===== config.mk =====
export PLATFORM = sky130hd
export DESIGN_NAME = ram_program_loader
export DESIGN_NICKNAME = d
export VERILOG_FILES = /design/src/rtl/ram_program_loader.sv
export SDC_FILE = /design/constraint.sdc
export NUM_CORES = 1
export LEC_CHECK = 0
export BUFFER_PORTS_ARGS = -buffer_cell sky130_fd_sc_hd__buf_2
export CELL_PAD_IN_SITES_DETAIL_PLACEMENT = 1
export CELL_PAD_IN_SITES_GLOBAL_PLACEMENT = 1
export CORE_ASPECT_RATIO = 0.9
export CORE_MARGIN = 3
export CORE_UTILIZATION = 42
export CTS_CLUSTER_SIZE = 20
export DETAILED_ROUTE_END_ITERATION = 10
export GPL_TIMING_DRIVEN = 0
export HOLD_SLACK_MARGIN = 0.12
export PLACE_DENSITY = 0.76
export SKIP_CTS_REPAIR_TIMING = 1
export SYNTH_ARGS = -nofsm -noshare
export SYNTH_HDL_FRONTEND = slang
export SYNTH_SLANG_ARGS = --single-unit

===== constraint.sdc =====
create_clock -name clk -period 3.75 [get_ports clk]
set_clock_uncertainty 0.2 [all_clocks]
set_input_delay 0.75 -clock clk [delete_from_list [all_inputs] [get_ports clk]]
set_output_delay 0.75 -clock clk [all_outputs]
set_load 0.05 [all_outputs]

===== src/rtl/ram_program_loader.sv =====
// Boot loader: streams an image into the program RAM, checks the trailing
// checksum, reads the RAM back to confirm it, then releases the CPU.
module ram_program_loader #(
  parameter int ADDR_WIDTH = 4,
  parameter int DATA_WIDTH = 8,
  parameter int DEPTH      = 16
) (
  input  logic                  clk,
  input  logic                  reset,
  input  logic                  start,
  input  logic                  in_valid,
  input  logic [DATA_WIDTH-1:0] in_data,
  output logic                  in_ready,
  output logic                  ram_we,
  output logic                  ram_oe,
  output logic [ADDR_WIDTH-1:0] ram_address,
  output logic [DATA_WIDTH-1:0] ram_wdata,
  input  logic [DATA_WIDTH-1:0] ram_rdata,
  output logic [ADDR_WIDTH:0]   byte_count,
  output logic                  cpu_hold,
  output logic                  done,
  output logic                  error
);

  typedef enum logic [2:0] {
    S_IDLE, S_LOAD, S_CHECK, S_VERIFY_RD, S_VERIFY_CMP, S_DONE, S_ERROR
  } state_t;

  localparam logic [ADDR_WIDTH:0]   LAST_CNT  = (ADDR_WIDTH+1)'(DEPTH - 1);
  localparam logic [ADDR_WIDTH-1:0] LAST_ADDR = ADDR_WIDTH'(DEPTH - 1);

  function automatic logic [DATA_WIDTH-1:0] sum_wrap(
    input logic [DATA_WIDTH-1:0] a,
    input logic [DATA_WIDTH-1:0] b
  );
    return a + b;
  endfunction

  state_t                state_q, state_d;
  logic                  we_q, we_d;
  logic                  oe_q, oe_d;
  logic [ADDR_WIDTH-1:0] addr_q, addr_d;
  logic [DATA_WIDTH-1:0] wdata_q, wdata_d;
  logic [ADDR_WIDTH:0]   cnt_q, cnt_d;
  logic [DATA_WIDTH-1:0] sum_q, sum_d;
  logic [ADDR_WIDTH-1:0] raddr_q, raddr_d;
  logic [DATA_WIDTH-1:0] rsum_q, rsum_d;
  logic                  hold_q, hold_d;
  logic                  done_q, done_d;
  logic                  err_q, err_d;
  logic                  xfer;
  logic [DATA_WIDTH-1:0] rsum_next;

  assign in_ready  = (state_q == S_LOAD) || (state_q == S_CHECK);
  assign xfer      = in_valid && in_ready;
  assign rsum_next = sum_wrap(rsum_q, ram_rdata);

  always_comb begin
    state_d = state_q;
    we_d    = 1'b0;
    oe_d    = 1'b0;
    addr_d  = addr_q;
    wdata_d = wdata_q;
    cnt_d   = cnt_q;
    sum_d   = sum_q;
    raddr_d = raddr_q;
    rsum_d  = rsum_q;
    hold_d  = hold_q;
    done_d  = done_q;
    err_d   = err_q;
    case (state_q)
      S_IDLE, S_DONE, S_ERROR: begin
        if (start) begin
          state_d = S_LOAD;
          cnt_d   = '0;
          sum_d   = '0;
          done_d  = 1'b0;
          err_d   = 1'b0;
          hold_d  = 1'b1;
        end
      end
      S_LOAD: begin
        if (xfer) begin
          we_d    = 1'b1;
          addr_d  = cnt_q[ADDR_WIDTH-1:0];
          wdata_d = in_data;
          sum_d   = sum_wrap(sum_q, in_data);
          cnt_d   = cnt_q + 1'b1;
          if (cnt_q == LAST_CNT) state_d = S_CHECK;
        end
      end
      S_CHECK: begin
        if (xfer) begin
          if (in_data != sum_q) begin
            state_d = S_ERROR;
            err_d   = 1'b1;
            hold_d  = 1'b1;
          end else begin
            // oe is registered, so it is raised on entry to VERIFY_RD
            state_d = S_VERIFY_RD;
            raddr_d = '0;
            rsum_d  = '0;
            oe_d    = 1'b1;
            addr_d  = '0;
          end
        end
      end
      S_VERIFY_RD: begin
        state_d = S_VERIFY_CMP;
      end
      S_VERIFY_CMP: begin
        rsum_d = rsum_next;
        if (raddr_q == LAST_ADDR) begin
          if (rsum_next == sum_q) begin
            state_d = S_DONE;
            done_d  = 1'b1;
            hold_d  = 1'b0;
          end else begin
            state_d = S_ERROR;
            err_d   = 1'b1;
            hold_d  = 1'b1;
          end
        end else begin
          state_d = S_VERIFY_RD;
          raddr_d = raddr_q + 1'b1;
          addr_d  = raddr_q + 1'b1;
          oe_d    = 1'b1;
        end
      end
      default: state_d = S_IDLE;
    endcase
  end

  always_ff @(posedge clk) begin
    if (reset) begin
      state_q <= S_IDLE;
      we_q    <= 1'b0;
      oe_q    <= 1'b0;
      addr_q  <= '0;
      wdata_q <= '0;
      cnt_q   <= '0;
      sum_q   <= '0;
      raddr_q <= '0;
      rsum_q  <= '0;
      hold_q  <= 1'b1;
      done_q  <= 1'b0;
      err_q   <= 1'b0;
    end else begin
      state_q <= state_d;
      we_q    <= we_d;
      oe_q    <= oe_d;
      addr_q  <= addr_d;
      wdata_q <= wdata_d;
      cnt_q   <= cnt_d;
      sum_q   <= sum_d;
      raddr_q <= raddr_d;
      rsum_q  <= rsum_d;
      hold_q  <= hold_d;
      done_q  <= done_d;
      err_q   <= err_d;
    end
  end

  assign ram_we      = we_q;
  assign ram_oe      = oe_q;
  assign ram_address = addr_q;
  assign ram_wdata   = wdata_q;
  assign byte_count  = cnt_q;
  assign cpu_hold    = hold_q;
  assign done        = done_q;
  assign error       = err_q;

  a_we_oe_excl: assert property (@(posedge clk) disable iff (reset) !(ram_we && ram_oe));
  a_done_err_excl: assert property (@(posedge clk) disable iff (reset) !(done && error));

endmodule


==> flow_summary.json, run 1 <==
{
  "mappedNetlistNets": 375,
  "port_buffers": 42,
  "synth_cell_type_count": 56,
  "floorplan.die_area_sq_mm": 0.00763,
  "vias_per_cell": 5.55,
  "switching_share_pct": 29.1,
  "min_period_ps": 3110,
  "transition_time_at_the_pin_with_the_least_slew_margin_ps": 645,
  "rows": 27,
  "place.detailed.hpwl_um": 5900,
  "leading_post_synthesis_cells_by_cell_area": "dfxtp_1 32%, ha_1 7.7%, nor2_1 6.3%",
  "cts-buffers-inserted": 5,
  "sink_count": 45,
  "class_of_the_tightest_hold_or_removal_check": "flip-flop to flip-flop",
  "grt_first_pass_wirelength_um": 12700,
  "internal-power_mw": 0.753,
  "yosys_warning_count": 0,
  "critPathRequiredTime_ps": 3720,
  "rsz0062_at_grt": "no",
  "ioPinCount": 43,
  "cp_max_fo": 10,
  "first_pass_iters": 4,
  "clk_transition_reported_paths_ps": 90,
  "ctsHtreeMaxLevel": 2,
  "final_worst_path_period_share_pct": 83.0,
  "final-hold-violation-count": 0,
  "netlist.area_leader.share_pct": 32.4,
  "startpoint_class": "input pin",
  "clockRootBuffer": "clkbuf_8",
  "slew_headroom_pct": 56.5,
  "critical-path-slowest-cell": "nor4_1",
  "drc": 0,
  "max_cap_violations": 0,
  "synth-edff-count": 0,
  "track_usage_pct": 20.4,
  "drt_wl_total_um": 7670,
  "clock_tree_from_tritoncts": "done",
  "critical_path.top_delay_family": "simple AND/OR/NAND/NOR gates",
  "detailedRoute.firstIterationViolations": 87,
  "net_switching_mw": 0.310,
  "vias": 2621,
  "multiInputGateArea_sq_mm": 0.00175,
  "mappedNetlistArea_sq_mm": 0.00278,
  "seqPwrFrac_pct": 46.9,
  "layout.cells.most_common_list": "47 x nor2_1, 45 x dfxtp_1, 43 x buf_2",
  "layout_commonest_cell": "nor2_1",
  "cp_cell_sequence": "buf_2, ha_1, nor4_1, and3_1, a31oi_1, or2_2, clkbuf_1, a211oi_1, nor2_1",
  "first_global_vias": 2610,
  "leakagePower_nw": 1.35,
  "layout.filler_cells": 795,
  "syn_area_per_cell_sq_um": 8.27,
  "antennaDiodeCount": 0,
  "layout.nets": 424,
  "drtAntennaViolNets": 0,
  "postSynthRegisterBits": 45,
  "timing.critical_path.slowest_cell_delay_ps": 430,
  "route.detailed.wl_per_inst_um": 16.2,
  "floorplan.initialDensity_pct": 44.5,
  "core-area_sq_mm": 0.00625,
  "power_per_cell_area_mw_per_mm2": 332,
  "area_delta_synth_final_pct": 15.2,
  "critPathCaptureType": "flip-flop",
  "drv_slew": 0,
  "status": "complete, no violations",
  "grt_start_max_net_pins": 14,
  "initial_antenna_violation_count": 0,
  "grt_remaining_overflow": 0,
  "drive_gt1_share_pct": 16.1,
  "clock_latency_ps": 300,
  "dominant_register_cell_in_the_synthesized_netlist": "dfxtp_1",
  "worstPathBufferInverterCount": 2,
  "clock_power_share_pct": 34.6,
  "fp.dieH_um": 83.2,
  "seq_area_frac_synth_pct": 32.4,
  "finalSetupViolCount": 0,
  "comb_power_share_pct": 18.4,
  "finalWeightedCongestion": 0.886,
  "max_freq_ghz": 0.321,
  "timing.setup.tns_ps": 0,
  "die-width_um": 91.8,
  "synth_largest_area_cell": "dfxtp_1",
  "asyncSetResetFlopFracSynth_pct": 0,
  "post-layout-total-power_mw": 1.06,
  "timing_worst_setup_path_type": "input pin to flip-flop",
  "area.sequential_sq_um": 901,
  "cts.path.max_buffers": 2,
  "netlist_instances": 336,
  "ir_drop_v": 0.000132,
  "crit_arrival_ps": 3080
}
-- through the flow --
stage | util, % | cells | hold WS [ps] | cell area [sq um] | setup WS [ps]
3_5_place_dp | 49.6 | 465 | 245 | 3100 | 339
6_report | 51.3 | 472 | 256 | 3200 | 636
5_1_grt | 51.3 | 472 | 287 | 3200 | 488
2_1_floorplan | - | 336 | 240 | 2780 | 698
3_3_place_gp | 49.6 | 465 | 238 | 3100 | 387
4_1_cts | 51.3 | 472 | 258 | 3200 | 651
-- flip-flops by register name, summed over array words and instances (netlist names) --
register / cells
byte_count: 5
cpu_hold: 1
done: 1
error: 1
raddr_q: 4
ram_address: 4
ram_oe: 1
ram_wdata: 8
ram_we: 1
rsum_q: 8
state_q: 3
sum_q: 8
-- power by group through the flow --
stage               sequential [mW]  clock, mW  combinational, mW
finish                        0.499      0.368              0.196
global route                  0.501      0.402              0.214
CTS                           0.499      0.380              0.196
detailed placement            0.510          0              0.195
global placement              0.510          0              0.191
floorplan                     0.538          0              0.112
-- worst min-delay path: cells and delay by family, from the launching register on --
family          cells  cell delay, ps
simple gates        1              50
compound gates      1              50
flops               1             310
-- cells in the mapped netlist (5+ instances only) --
cell and n:
a21oi_1 34, nand2_1 27, xor2_1 7, nor2_1 47
nor3_1 8, dfxtp_1 45, ha_1 17, a22oi_1 12
a211oi_1 7, inv_1 9, nand2b_1 5, o21ai_0 16
clkbuf_1 14, xnor2_1 13, nand3_1 5, nor2b_1 5
or3_1 5
-- path summary, 6_finish.rpt --
path | end | cells after the start | startpoint | slack (ps)
min | ram_wdata[6]$_SDFFE_PP0P_ | 2 | ram_wdata[6]$_SDFFE_PP0P_ | 260
min reg2reg | ram_wdata[6]$_SDFFE_PP0P_ | 2 | ram_wdata[6]$_SDFFE_PP0P_ | 260
max reg2reg | raddr_q[3]$_SDFFE_PP0P_ | 8 | sum_q[6]$_SDFFE_PP0P_ | 810
max | raddr_q[3]$_SDFFE_PP0P_ | 9 | in_data[2] | 640
-- layout make-up --
cell class,instances,area share [%]
plain buffers,19,3.01
clock buffers,5,2.15
clock inverters,2,1.09
inverters,9,1.05
multi-input cells,263,54.6
flip-flops and latches,45,28.1
well taps,87,3.40
repair buffers,42,6.56
-- metal layers --
metal  up-vias  part of all wire [%]  GRT usage, %
met5         -                     0             0
met4         0                  0.44          3.64
met3         2                   2.7          4.17
met2        41                    46          33.8
met1      1280                    51          27.7
li1       1298                     -             -
-- cells by family (layout without fill, tap and decap cells) --
group           count (synthesis)  after routing  share of synthesized area, %
fa+ha+maj                      19             19                          9.09
xor+xnor                       24             24                          9.36
compound gates                101            101                          23.7
buf+inv                        28             77                          4.68
mux                             2              2                         0.720
simple gates                  117            117                          20.0
flops                          45             45                          32.4
Power figures use the tool's default switching activity.
==> inputs of run 2 (changes only) <==
--- a/config.mk
+++ b/config.mk
@@ -5,17 +5,18 @@
 export SDC_FILE = /design/constraint.sdc
 export NUM_CORES = 1
 export LEC_CHECK = 0
+export ABC_AREA = 1
 export BUFFER_PORTS_ARGS = -buffer_cell sky130_fd_sc_hd__buf_2
 export CELL_PAD_IN_SITES_DETAIL_PLACEMENT = 1
 export CELL_PAD_IN_SITES_GLOBAL_PLACEMENT = 1
 export CORE_ASPECT_RATIO = 0.9
 export CORE_MARGIN = 3
-export CORE_UTILIZATION = 42
+export CORE_UTILIZATION = 40
 export CTS_CLUSTER_SIZE = 20
 export DETAILED_ROUTE_END_ITERATION = 10
 export GPL_TIMING_DRIVEN = 0
 export HOLD_SLACK_MARGIN = 0.12
-export PLACE_DENSITY = 0.76
+export PLACE_DENSITY = 0.77
 export SKIP_CTS_REPAIR_TIMING = 1
 export SYNTH_ARGS = -nofsm -noshare
 export SYNTH_HDL_FRONTEND = slang
==> constraint.sdc (replaced) <==
create_clock -name clk -period 3.13 [get_ports clk]
set_clock_uncertainty 0.2 [all_clocks]
set_input_delay 0.626 -clock clk [delete_from_list [all_inputs] [get_ports clk]]
set_output_delay 0.626 -clock clk [all_outputs]
set_load 0.05 [all_outputs]
==> run 2 against run 1 <==
Count of clock-buffer cells in the layout stayed put. Wire length down 4.5%. Cell count is 14% higher. Critical path depth grew 9. Total power rose by 110%. Via count is 1.7% higher. Sequential share of layout area is 0.93 points higher. Die area increased by 2.3%. Highest routed layer unchanged. Clock power shrank 5.4%. Critical path type unchanged.
==> flow_summary.json, run 2 <==
{
  "clockRootBuffer": "clkbuf_8",
  "critPathRequiredTime_ps": 3090,
  "drc": 0,
  "ir_drop_v": 0.000322,
  "class_of_the_tightest_hold_or_removal_check": "flip-flop to flip-flop",
  "clock_power_share_pct": 15.5,
  "layout.filler_cells": 889,
  "antennaDiodeCount": 0,
  "instances_no_fill": 540,
  "floorplan.die_area_sq_mm": 0.00781,
  "route.detailed.wl_per_inst_um": 13.6,
  "detailedRoute.firstIterationViolations": 86,
  "synth_commonest_cells": "96 x nand2_1, 47 x nor2_1, 45 x dfxtp_1",
  "vias_per_cell": 4.94,
  "grt_start_max_net_pins": 13,
  "clk_transition_reported_paths_ps": 80,
  "critical_path.reg2reg.startpoint": "rsum_q[0]$_SDFFE_PP0P_",
  "first_pass_iters": 4,
  "seqPwrFrac_pct": 34.0,
  "max_cap_violations": 0,
  "core-area_sq_mm": 0.00635,
  "finalWeightedCongestion": 0.852,
  "port_buffers": 41,
  "switching_share_pct": 48.4,
  "timing.setup.tns_ps": 0,
  "comb_power_share_pct": 50.5,
  "synth-edff-count": 0,
  "drt_wl_total_um": 7330,
  "layout_commonest_cell": "nand2_1",
  "leakagePower_nw": 1.49,
  "drv_slew": 0,
  "die-width_um": 92.8,
  "layout.nets": 493,
  "r2r_setup_slk_ps": 480,
  "grt_remaining_overflow": 0,
  "vias": 2665,
  "netlist_instances": 406,
  "layout.cells.most_common_list": "96 x nand2_1, 47 x nor2_1, 45 x dfxtp_1",
  "initial_antenna_violation_count": 0,
  "postSynthRegisterBits": 45,
  "net_switching_mw": 1.08,
  "r2r-end": "state_q[1]$_SDFFE_PP0P_",
  "max_freq_ghz": 0.370,
  "mappedNetlistArea_sq_mm": 0.00271,
  "rsz0062_at_grt": "no",
  "first_global_vias": 2692,
  "clock_latency_ps": 300,
  "timing.critical_path.from": "ram_rdata[0]",
  "floorplan.initialDensity_pct": 42.7,
  "syn_area_per_cell_sq_um": 6.68,
  "cts-buffers-inserted": 5,
  "ctsHtreeMaxLevel": 2,
  "timing_worst_setup_path_type": "input pin to flip-flop",
  "area.sequential_sq_um": 901,
  "leading_post_synthesis_cells_by_cell_area": "dfxtp_1 33%, nand2_1 13%, ha_1 7.8%",
  "transition_time_at_the_pin_with_the_least_slew_margin_ps": 587,
  "asyncSetResetFlopFracSynth_pct": 0,
  "internal-power_mw": 1.15,
  "power_per_cell_area_mw_per_mm2": 722,
  "drive_gt1_share_pct": 15.7,
  "area_delta_synth_final_pct": 14.3,
  "numPlacedInstances": 534,
  "netlist.area_leader.share_pct": 33.2,
  "clock_tree_from_tritoncts": "done",
  "synth_largest_area_cell": "dfxtp_1",
  "crit_arrival_ps": 2660,
  "rows": 27,
  "depth_of_the_worst_register_to_register_path": 17,
  "cts.path.max_buffers": 2,
  "dominant_register_cell_in_the_synthesized_netlist": "dfxtp_1",
  "drtAntennaViolNets": 0,
  "multiInputGateArea_sq_mm": 0.00158,
  "slew_headroom_pct": 60.9,
  "cp_max_fo": 4,
  "grt_first_pass_wirelength_um": 12700,
  "mappedNetlistNets": 445,
  "whs_path_depth": 2,
  "ioPinCount": 43,
  "sink_count": 45,
  "place.detailed.hpwl_um": 5910,
  "synth_cell_type_count": 32,
  "critPathCaptureType": "flip-flop",
  "final-hold-violation-count": 0,
  "yosys_warning_count": 0,
  "seq_area_frac_synth_pct": 33.2,
  "track_usage_pct": 19.9,
  "cell_with_the_most_instances_after_synthesis": "nand2_1",
  "final_worst_path_period_share_pct": 86.3,
  "startpoint_class": "input pin",
  "finalSetupViolCount": 0,
  "min_period_ps": 2700,
  "status": "complete, no violations",
  "critical_path.endpoint": "state_q[1]$_SDFFE_PP0P_",
  "fp.dieH_um": 84.1
}
-- run 2: changes by cell type after synthesis, sizes merged, moves of 9 or more --
cell / delta
clkbuf: -9
nand3: +27
o21ai: +11
xnor2: -13
nand2: +71
a22oi: -12
inv: +44
-- run 2: per-layer routing --
layer	track usage, %	share of wire, %	wire length [um]	up-vias
li1	-	-	-	1414
met1	28.2	52	3790	1211
met2	32.2	45	3270	33
met3	3.25	2.9	214	7
met4	3.60	0.75	55	0
met5	0	0	0	-
-- run 2: cell families after synthesis --
family	count (synthesis)	share of synthesized area [%]
buffers and inverters	61	8.63
adder cells (fa/ha/maj)	19	9.32
XOR/XNOR	5	1.61
AND/OR/NAND/NOR	200	31.9
flip-flops	45	33.2
AO/OA/AOI/OAI	76	15.4
-- run 2: worst max-delay path, stage by stage --
cell and delay [ps]:
buf_2 80, ha_1 180, inv_1 60, fa_1 380
inv_1 80, nand2_1 110, nand2_1 130, nand3_1 120
nand2_1 100, nand2_1 70, nand3_1 70, nand2_1 60
nor2_1 160, nand3_1 140, nand2_1 80, nand2_1 80
nand2_1 70, a21oi_1 60
-- run 2: worst min path at each step --
stage                                   to  slack [ps]                    from
global route        rsum_q[0]$_SDFFE_PP0P_         290  rsum_q[0]$_SDFFE_PP0P_
finish                  error$_SDFFE_PP0P_         250      error$_SDFFE_PP0P_
detailed placement      error$_SDFFE_PP0P_         250      error$_SDFFE_PP0P_
global placement        error$_SDFFE_PP0P_         240      error$_SDFFE_PP0P_
CTS                     error$_SDFFE_PP0P_         260      error$_SDFFE_PP0P_
floorplan           rsum_q[4]$_SDFFE_PP0P_         240  rsum_q[4]$_SDFFE_PP0P_
-- run 2: through the flow --
stage | power (mW) | area [sq um] | utilization (%) | setup WS (ps) | hold WS (ps)
floorplan | 1.63 | 2710 | - | 592 | 245
detailed placement | 1.91 | 3030 | 47.7 | 135 | 247
CTS | 2.26 | 3100 | 48.8 | 442 | 260
global route | 2.42 | 3100 | 48.8 | 187 | 293
finish | 2.24 | 3100 | 48.8 | 429 | 252
global placement | 1.88 | 3030 | 47.7 | 160 | 235
-- run 2: cell type report --
class                   instances  area share [%]
plain buffers                   8            1.13
clock buffers                   5            2.22
clock inverters                 1           0.161
inverters                      53            6.42
multi-input cells             300            50.9
flip-flops and latches         45            29.1
well taps                      87            3.51
repair buffers                 41            6.62
-- run 2: power groups by stage --
stage | clock (mW) | combinational [mW] | sequential, mW
2_1_floorplan | 0 | 0.659 | 0.976
3_3_place_gp | 0 | 1.11 | 0.768
3_5_place_dp | 0 | 1.14 | 0.773
4_1_cts | 0.355 | 1.14 | 0.761
5_1_grt | 0.375 | 1.26 | 0.779
6_report | 0.348 | 1.13 | 0.760
